File: config.mk
export PLATFORM = sky130hd
export DESIGN_NAME = ctr_e
export DESIGN_NICKNAME = d
export VERILOG_FILES = /design/src/rtl/ctr_e.sv
export SDC_FILE = /design/constraint.sdc
export NUM_CORES = 1
export LEC_CHECK = 0
export CORE_MARGIN = 5
export CORE_UTILIZATION = 45
export DETAILED_ROUTE_END_ITERATION = 10
export PLACE_DENSITY = 0.85
export RECOVER_POWER = 25
export SYNTH_ARGS = -nofsm -noshare
export SYNTH_HDL_FRONTEND = slang
export SYNTH_SLANG_ARGS = --single-unit
File: constraint.sdc
create_clock -name clk -period 5.3 [get_ports clk]
set_input_delay 1.325 -clock clk [delete_from_list [all_inputs] [get_ports clk]]
set_output_delay 1.325 -clock clk [all_outputs]
set_load 0.05 [all_outputs]
File: src/rtl/ctr_e.sv
// ctr_e: execute-stage control; registers D->E fields or a bubble, decodes ALU/writeback controls, counts bubbles.
module ctr_e #(
  parameter int CNT_W = 16,
  parameter logic [5:0] NOP_OP = 6'b000000
) (
  input  logic             clk,
  input  logic             rst_n,
  input  logic [5:0]       op_12,
  input  logic [5:0]       func_12,
  input  logic [4:0]       rs_12,
  input  logic [4:0]       rt_12,
  input  logic [4:0]       rd_12,
  input  logic             stall,
  output logic [5:0]       op_23,
  output logic [5:0]       func_23,
  output logic [4:0]       rs_E,
  output logic [4:0]       rt_E,
  output logic [4:0]       A3_E,
  output logic             RegWr_E,
  output logic [2:0]       ALUOp_E,
  output logic             ALUSrc_E,
  output logic [1:0]       Tnew_E,
  output logic [CNT_W-1:0] bubble_cnt
);
  logic [5:0] op_q, op_d, func_q, func_d;
  logic [4:0] rs_q, rs_d, rt_q, rt_d, rd_q, rd_d;
  logic [CNT_W-1:0] cnt_q, cnt_d;
  logic addu, subu, ori, lui, lw, sw, beq, jal;
  always_comb begin
    op_d   = stall ? NOP_OP : op_12;
    func_d = stall ? 6'd0 : func_12;
    rs_d   = stall ? 5'd0 : rs_12;
    rt_d   = stall ? 5'd0 : rt_12;
    rd_d   = stall ? 5'd0 : rd_12;
    cnt_d  = (stall && !(&cnt_q)) ? cnt_q + CNT_W'(1) : cnt_q;
  end
  always_ff @(posedge clk) begin
    if (!rst_n) begin
      op_q   <= '0;
      func_q <= '0;
      rs_q   <= '0;
      rt_q   <= '0;
      rd_q   <= '0;
      cnt_q  <= '0;
    end else begin
      op_q   <= op_d;
      func_q <= func_d;
      rs_q   <= rs_d;
      rt_q   <= rt_d;
      rd_q   <= rd_d;
      cnt_q  <= cnt_d;
    end
  end
  // subu and lw share 6'b100011; subu only counts when op is R-type
  always_comb begin
    addu = (op_q == 6'b000000) && (func_q == 6'b100001);
    subu = (op_q == 6'b000000) && (func_q == 6'b100011);
    ori  = op_q == 6'b001101;
    lui  = op_q == 6'b001111;
    lw   = op_q == 6'b100011;
    sw   = op_q == 6'b101011;
    beq  = op_q == 6'b000100;
    jal  = op_q == 6'b000011;
    A3_E     = (addu || subu) ? rd_q : (ori || lui || lw) ? rt_q : jal ? 5'd31 : 5'd0;
    RegWr_E  = A3_E != 5'd0;
    ALUOp_E  = (addu || lw || sw) ? 3'b000 : (subu || beq) ? 3'b001 : ori ? 3'b010 : lui ? 3'b011 : 3'b100;
    ALUSrc_E = ori || lui || lw || sw;
    Tnew_E   = lw ? 2'd2 : (addu || subu || ori || lui) ? 2'd1 : 2'd0;
  end
  assign op_23      = op_q;
  assign func_23    = func_q;
  assign rs_E       = rs_q;
  assign rt_E       = rt_q;
  assign bubble_cnt = cnt_q;
endmodule

### Word level (Yosys, flattened, before mapping)

Index checks and enable logic that the tools add are counted.

| storage, ports and cells | value |
|---|---|
| register bits after elaboration | 43 |
| bits in latches | 0 |
| bits in writable memories | 0 |
| ROM bits | 0 |
| input bits | 30 |
| output and inout bits | 50 |
| memories kept | 0 |

| cells by class | value |
|---|---|
| $add $sub $neg | 1 |
| multiply operators | 0 |
| divide/modulo/power cells | 0 |
| $lt $le $gt $ge | 0 |
| eq/ne operators | 8 |
| shift operators | 0 |
| multiplexer cells | 9 |
| bitwise operators | 1 |
| reduce and logical (&&, ||, !) cells | 17 |

Operator list:

| operator | number |
|---|---|
| 6-bit equality test (second input constant) | 4 |
| 16-bit by 1-bit adder with 16-bit output (second input constant) | 1 |
| 16-bit AND reduction | 1 |
| 5-bit 2-to-1 mux | 3 |
| 6-bit by 4-bit equality test with 1-bit output (second input constant) | 2 |
| 3-bit 2-to-1 mux | 4 |
| 1-bit logical OR | 9 |
| 6-bit by 2-bit equality test with 1-bit output (second input constant) | 1 |
| 6-bit by 3-bit equality test with 1-bit output (second input constant) | 1 |
| 6-bit logical NOT | 1 |
| 5-bit nonzero test | 1 |
| 1-bit logical AND | 3 |
| 2-bit 2-to-1 mux | 1 |
| 2-bit OR reduction | 1 |
| 1-bit logical NOT | 1 |
| 1-bit 2-to-1 mux | 1 |
| 1-bit NOT | 1 |

### Logic depth before layout (Yosys ltp)

Gate-level depths: netlist of the first run.

| depth | value |
|---|---|
| depth after elaboration | 7 |
| mapped depth | 6 |

### Least setup slack after synthesis of the first run

Ideal clock, no wire load.

| timing path | value |
|---|---|
| path kind | register to output |
| start point | reg func_q[0], in the netlist func_23[0] |
| end point | out RegWr_E |
| arrival time | 3.104 ns |
| required time | 3.975 ns |
| path slack | 0.871 ns |
| stages on the path, launching flop included | 6 |
| buffers on the path | 1 |
| cell sequence | dfxtp_1 -> or4b_4 -> or3_1 -> buf_6 -> a31oi_1 -> a2111o_1 |

| on the way | value |
|---|---|
| word-level cells in the longest chain between the ends | 5 |

Ends and longest elaborated chain:

| what | line | text |
|---|---|---|
| from (decl) | 25 | `logic [5:0] op_q, op_d, func_q, func_d;` |
| from (signal assigned) | 47 | `func_q <= func_d;` |
| 6-bit equality test, on equally long branches | 56, 57 |  |
| 1-bit logical AND, on equally long branches | 56, 57 |  |
| 1-bit logical OR (*) | 64 | `A3_E = (addu \|\| subu) ? rd_q : (ori \|\| lui \|\| lw) ? rt_q : jal ? 5'd31 : 5'd0;` |
| 5-bit 2-to-1 mux (*) | 64 |  |
| via A3_E[0] | 18 | `output logic [4:0] A3_E,` |
| 5-bit nonzero test (*) | 65 | `RegWr_E = A3_E != 5'd0;` |
| to (decl) | 19 | `output logic RegWr_E,` |

The timed path passes the listed nets; every way through them passes the cells marked *.

### Final worst setup path of the first run

| timing path | value |
|---|---|
| start point | reg op_q[2], in the netlist op_23[2] |
| end point | out RegWr_E |

| on the way | value |
|---|---|
| word-level cells in the longest chain between the ends | 6 |

Ends and longest elaborated chain:

| what | line | text |
|---|---|---|
| from (decl) | 25 |  |
| from (signal assigned) | 46 | `op_q <= op_d;` |
| 6-bit by 4-bit equality test with 1-bit output, on equally long branches | 58, 59 |  |
| 1-bit logical OR (2 in series) | 64 |  |
| 5-bit 2-to-1 mux | 64 |  |
| 5-bit 2-to-1 mux (*) | 64 |  |
| 5-bit nonzero test (*) | 65 |  |

Every way passes the cells marked *; elsewhere a longest branch is shown, timed or not.

==> results of run 1 <==
[Yosys cell counts (2+ instances only)]
cell type,n,area share (%)
a21oi_1,12,3.3
a31oi_1,5,1.7
and3_1,29,9.9
clkbuf_1,11,2.2
dfxtp_1,43,47
inv_1,5,1.0
mux2i_1,3,1.6
nand2_1,12,2.5
nand2b_1,3,1.0
nand3_1,4,1.1
nand4_1,6,2.0
nor2_1,8,1.6
nor2b_1,2,0.68
nor3_1,5,1.4
nor3b_1,2,0.82
nor4_1,6,2.0
o211ai_1,6,2.5
o21ai_0,5,1.4
o31ai_1,8,3.3
or3_1,8,2.7
or4_1,9,3.7
[layout make-up]
class	instances	area, um2
inverter	5	18.8
clock inverter	2	60.1
multi-input combinational	144	905
timing repair buffer	81	803
sequential	43	861
clock buffer	6	72.6
fill	328	1190
tap	50	62.6
[power by group through the flow]
stage               clock (uW)  combinational (uW)  sequential (uW)
floorplan                    0                26.4              373
global placement             0                96.6              346
detailed placement           0                97.6              347
CTS                        305                97.9              339
global route               318                 103              341
finish                     299                96.9              339
[worst max-delay path: stages, from the launching register on]
cell and delay, ns:
dfxtp_1 0.37, or4b_4 0.58, or3_1 0.51, or3_1 0.35, a2111o_1 0.41, clkdlybuf4s50_1 0.70
[worst paths after layout]
kind,cells after the start,slack [ns],endpoint
hold / removal,2,0.50,bubble_cnt[7]$_SDFFE_PN0P_
hold reg to reg,2,0.50,bubble_cnt[7]$_SDFFE_PN0P_
setup / recovery,5,0.76,RegWr_E
setup reg to reg,4,3.11,bubble_cnt[15]$_SDFFE_PN0P_
[per-stage QoR]
stage	utilization, %	hold WS [ns]
final	70.1	0.504
after global routing	70.1	0.540
after CTS	69.9	0.503
after detailed placement	66.6	0.488
after global placement	66.6	0.483
after floorplan	-	0.698
[metal layers]
metal	track usage (%)	part of all wire, %	vias to the layer above
met5	0	0	-
met4	8.05	1.7	0
met3	4.38	8.3	11
met2	31.3	47	70
met1	24.0	43	863
li1	-	-	917
[flip-flops by register name, summed over array words and instances, names as in the netlist]
register    count
rt_E            5
func_23         6
rd_q            5
bubble_cnt     16
op_23           6
rs_E            5
[cells by family (layout without fill, tap and decap cells)]
logic type	Yosys count	after routing
adder cells (fa/ha/maj)	1	1
buffers and inverters	18	94
flip-flops	43	43
AND/OR/NAND/NOR	101	101
multiplexers	3	3
AO/OA/AOI/OAI	39	39
==> metrics.txt, run 1 <==
DR iter-0 viols=between 90 and 100; Syn Nets=roughly 240; PnR worst setup slack=0.759 ns; layout cells sized above 1=under 10%; Pwr Total=approximately 740 uW; fin. max-slew vios=0; Worst Path Class, Setup=flip-flop to output pin; 1st-pass router iterations=4; Crit path arrival time=3.22 ns; Netlist cell types=34; Post-Syn Instances=between 200 and 250; antenna violations before repair=0; via/cell ratio=5.62; FP Rows=23; xor-xnor portion of the synthesized cell area=0%; HP Start=bubble_cnt[7]$_SDFFE_PN0P_; WL/cell=about 15 um; ys flop type=dfxtp_1; Reg2Reg Launch Point=bubble_cnt[4]$_SDFFE_PN0P_; final setup vio count=0; CTS tree=yes; synthesized flop and latch total=43; Resize count post-CTS=0; Synth Area in Simple Gates=33.0%; Pwr Density=264 nW/um2; status=complete, no violations; synthesized area=1840 um2; I/O pins=80; Syn-to-layout area delta=51.4%; later-pin clock latency in the skew report=0.30 ns; clk buf depth=2; Post CTS Setup Buffer Count=0; final cell count without fillers=331; wirelength, routed=about 5000 um; gpl congestion=approximately 0.90; switching share of power=23.4%; Post-Route Setup TNS=0 ns; CP Data Required Time=just under 4 ns; clock share of power=40.7%; post-route ant nets=0; fmax=around 220 MHz; worst hold path class=flip-flop to flip-flop; Max-Slew Margin vs Limit=38.4%; Die Ht=73.9 um; n_diodes=0; Mapped Avg Cell Area=8.97 um2; sequential fraction of the synthesis area=around 47%; static leakage=~0.0010 uW; clock-pin transition on the worst setup and hold timing paths=0.08 ns; Pint=563 uW; Comb pwr share=a little over an eighth; post-place setup slack=1.09 ns; Tmin final=4.54 ns; Area after DPL=2650 um2; Initial Util=between 40% and 50%; max cap viols=0; mux cell area share after synthesis=1.63%; Final Cell Area=2780 um2; Worst Tran Pin Value=0.911 ns; Period Utilization, post-route=between 80% and 90%; via count=around 1,900; Critical Path Fanout Max=9; commonest non-fill, non-tap cell in the layout=clkdlybuf4s50_1; largest family of logic cells by synthesized area=simple AND/OR/NAND/NOR gates; Synth Area in Adders=0.681%; crit path launch=op_23[2]$_SDFF_PP0_; RSZ-0062 raised after global routing=no; nature of the critical path endpoint=output pin; clock root buffer=clkbuf_8; gr ovfl total=0; hold_buf cts=0; vias in the first global route=1,761; Die Wd=~74 um; Core Region=3970 um2; peak supply drop=0.193 mV; first-pass GRT wire length=8200 um; H-tree depth=2; nets@finish=311; CTS Buf Count=5; CTS Sinks=43; number of flops mapped to enable cells by yosys=0; Overall Global Routing Usage=a little under a fifth; Max Clock Skew=0.00826 ns; sw power=172 uW; largest net degree at the start of global routing=36; Hold Fails Final Rpt=0; die area=5460 um2; HPWL Detailed=3680 um; Worst setup SP type=flip-flop; Synth Warn #=0; placed insts=322; drt drc=0; FFs w/ async S/R, synth=0%; most frequent cells in the layout=78 x clkdlybuf4s50_1, 43 x dfxtp_1, 29 x and3_1; Port Buffer Count=79; post-synthesis compound-gate area fraction=13.5%; sequential cell fraction of total power=46.1%
Power figures use the tool's default switching activity.
==> run 2, diff against run 1 <==
--- a/config.mk
+++ b/config.mk
@@ -5,9 +5,11 @@
 export SDC_FILE = /design/constraint.sdc
 export NUM_CORES = 1
 export LEC_CHECK = 0
+export CORE_ASPECT_RATIO = 1.75
 export CORE_MARGIN = 5
 export CORE_UTILIZATION = 45
 export DETAILED_ROUTE_END_ITERATION = 10
+export GPL_TIMING_DRIVEN = 0
 export PLACE_DENSITY = 0.85
 export RECOVER_POWER = 25
 export SYNTH_ARGS = -nofsm -noshare
==> run 2 against run 1 <==
Net effect: non-clock buffer count up 11; sequential power about the same; cell count increased by 2.7%; clock power decreased by 2%; critical path depth rose by 1; combinational power hardly changed; power shrank 0.16%; largest cell class unchanged; core utilization rose by 2.2 points; sequential cell count did not move; clock skew decreased by 0.0019 ns; via count rose by 3.1%.
==> metrics.txt, run 2 (synthesized netlist as in run 1, its figures left out) <==
status=complete, no violations; Max Clock Skew=0.00633 ns (-0.00192 ns); Initial Util=47.1% (+0.80 points); Die Ht=94.5 um (+28%); Pwr Total=734 uW (-0.16%); fin. max-slew vios=0 (unchanged); wirelength, routed=5600 um (+11%); gpl congestion=0.888 (-0.91%); nets@finish=322 (+3.5%); die area=5510 um2 (+0.92%); layout cells sized above 1=4.11% (-0.52 points); hold_ws=0.511 ns (+0.00660 ns); final cell count without fillers=340 (+2.7%); Pwr Density=260 nW/um2 (-1.5%); Max-Slew Margin vs Limit=21.2% (-17 points); Core Region=3900 um2 (-1.7%); hold_buf cts=0 (unchanged); vias in the first global route=1,922 (+9.1%); RSZ-0062 raised after global routing=no; max cap viols=0 (unchanged); DR iter-0 viols=74 (-23%); later-pin clock latency in the skew report=0.29 ns (about the same); Port Buffer Count=79 (unchanged); n_diodes=0 (unchanged); most frequent cells in the layout=78 x clkdlybuf4s50_1, 43 x dfxtp_1, 29 x and3_1; Syn-to-layout area delta=53.5%; FP Rows=30 (+30%); Period Utilization, post-route=85.6% (about the same); Critical Path Fanout Max=9 (unchanged); peak supply drop=0.216 mV (+12%); Overall Global Routing Usage=21.0% (+1.9 points); clock root buffer=clkbuf_8; Post CTS Setup Buffer Count=0 (unchanged); WL/cell=16.5 um (+8.1%); Crit path arrival time=3.21 ns (about the same); post-route ant nets=0 (unchanged); Worst setup SP type=flip-flop; gr ovfl total=0 (unchanged); antenna violations before repair=0 (unchanged); CP Cell Sequence=or4b_4 > or3_1 > buf_6 > or3_1 > a2111o_1 > clkdlybuf4s50_1; worst hold path class=flip-flop to flip-flop; 1st-pass router iterations=4 (unchanged); Hold Fails Final Rpt=0 (unchanged); most frequent CP cell=or3_1; Tmin final=4.54 ns (-0.00217 ns); clock-pin transition on the worst setup and hold timing paths=0.08 ns (about the same); CTS Buf Count=5 (unchanged); largest net degree at the start of global routing=14 (-61%); CP max stage cell=clkdlybuf4s50_1; fmax=220 MHz (about the same); Worst Tran Pin Value=1.17 ns (+0.260 ns); Worst Path Class, Setup=flip-flop to output pin; peak per-stage delay on the critical path=0.70 ns (about the same); drt drc=0 (unchanged); H-tree depth=2 (unchanged); FILL cells=321 (-2.1%); via count=1,919 (+3.1%); CTS tree=yes; CTS Sinks=43 (unchanged); Post-Route Setup TNS=0 ns (unchanged); max reg flops=16 (unchanged); first-pass GRT wire length=8950 um (+9.2%); via/cell ratio=5.64 (+0.39%); static leakage=0.00106 uW (+1.3%); placed insts=332 (+3.1%); Layout Utilization=72.3% (+2.2 points); CP Data Required Time=3.97 ns (about the same); final setup vio count=0 (unchanged); clk buf depth=2 (unchanged); I/O pins=80 (unchanged); HPWL Detailed=4340 um (+18%); Die Wd=58.3 um (-21%); Resize count post-CTS=0 (unchanged); commonest non-fill, non-tap cell in the layout=clkdlybuf4s50_1; nature of the critical path endpoint=output pin
[run 2: changes by cell type in the layout (fill, tap and decap cells not counted)]
| cell | before | now |
|---|---|---|
| clkbuf_1 | 1 | 12 |
| buf_6 | 0 | 1 |
| nor4_1 | 5 | 6 |
| nor4_2 | 1 | 0 |
| buf_2 | 1 | 0 |
[run 2: report_power, final]
| part | internal [uW] | total [uW] | switching, uW | leakage (uW) |
|---|---|---|---|---|
| registers | 332 | 340 | 7.42 | 0.000351 |
| clock network | 188 | 294 | 106 | 0.0000654 |
| logic | 43.7 | 100 | 56.4 | 0.000639 |
[run 2: path summary, 6_finish.rpt]
| check | startpoint | endpoint | slack [ns] | cells after the start |
|---|---|---|---|---|
| max | op_23[2]$_SDFF_PP0_ | RegWr_E | 0.76 | 6 |
| min | bubble_cnt[15]$_SDFFE_PN0P_ | bubble_cnt[15]$_SDFFE_PN0P_ | 0.51 | 2 |
| max reg2reg | bubble_cnt[4]$_SDFFE_PN0P_ | bubble_cnt[7]$_SDFFE_PN0P_ | 2.59 | 5 |
| min reg2reg | bubble_cnt[15]$_SDFFE_PN0P_ | bubble_cnt[15]$_SDFFE_PN0P_ | 0.51 | 2 |
[run 2: final cells by class]
cell class | instances | area (um2) | area share [%]
tap | 48 | 60.1 | 2.13
multi-input combinational | 144 | 898 | 31.8
inverter | 5 | 18.8 | 0.665
clock buffer | 6 | 72.6 | 2.57
buffer | 13 | 60.1 | 2.13
clock inverter | 2 | 60.1 | 2.13
sequential | 43 | 861 | 30.5
timing repair buffer | 79 | 791 | 28.0
[run 2: stage by stage]
stage	instance area (um2)	worst slack (ns)
after floorplan	1840	0.871
after global placement	2690	1.09
after detailed placement	2690	1.08
after CTS	2820	0.756
after global routing	2820	0.674
final	2820	0.761
[run 2: critical path, delay by kind of cell, from the launching register on]
kind	cells	cell delay, ns
AOI/OAI and AO/OA	1	0.40
buffers and inverters	2	0.85
DFF	1	0.38
and+or+nand+nor	3	1.30
[run 2: layer usage]
layer  global-route usage, %  up-vias  part of all wire (%)  wire [um]
met5                       0        -                     0          0
met4                    10.6        0                   2.5        138
li1                        -      945                     -          -
met1                    20.3      898                    36       2010
met3                    4.10       10                   5.0        281
met2                    40.2       66                    56       3160
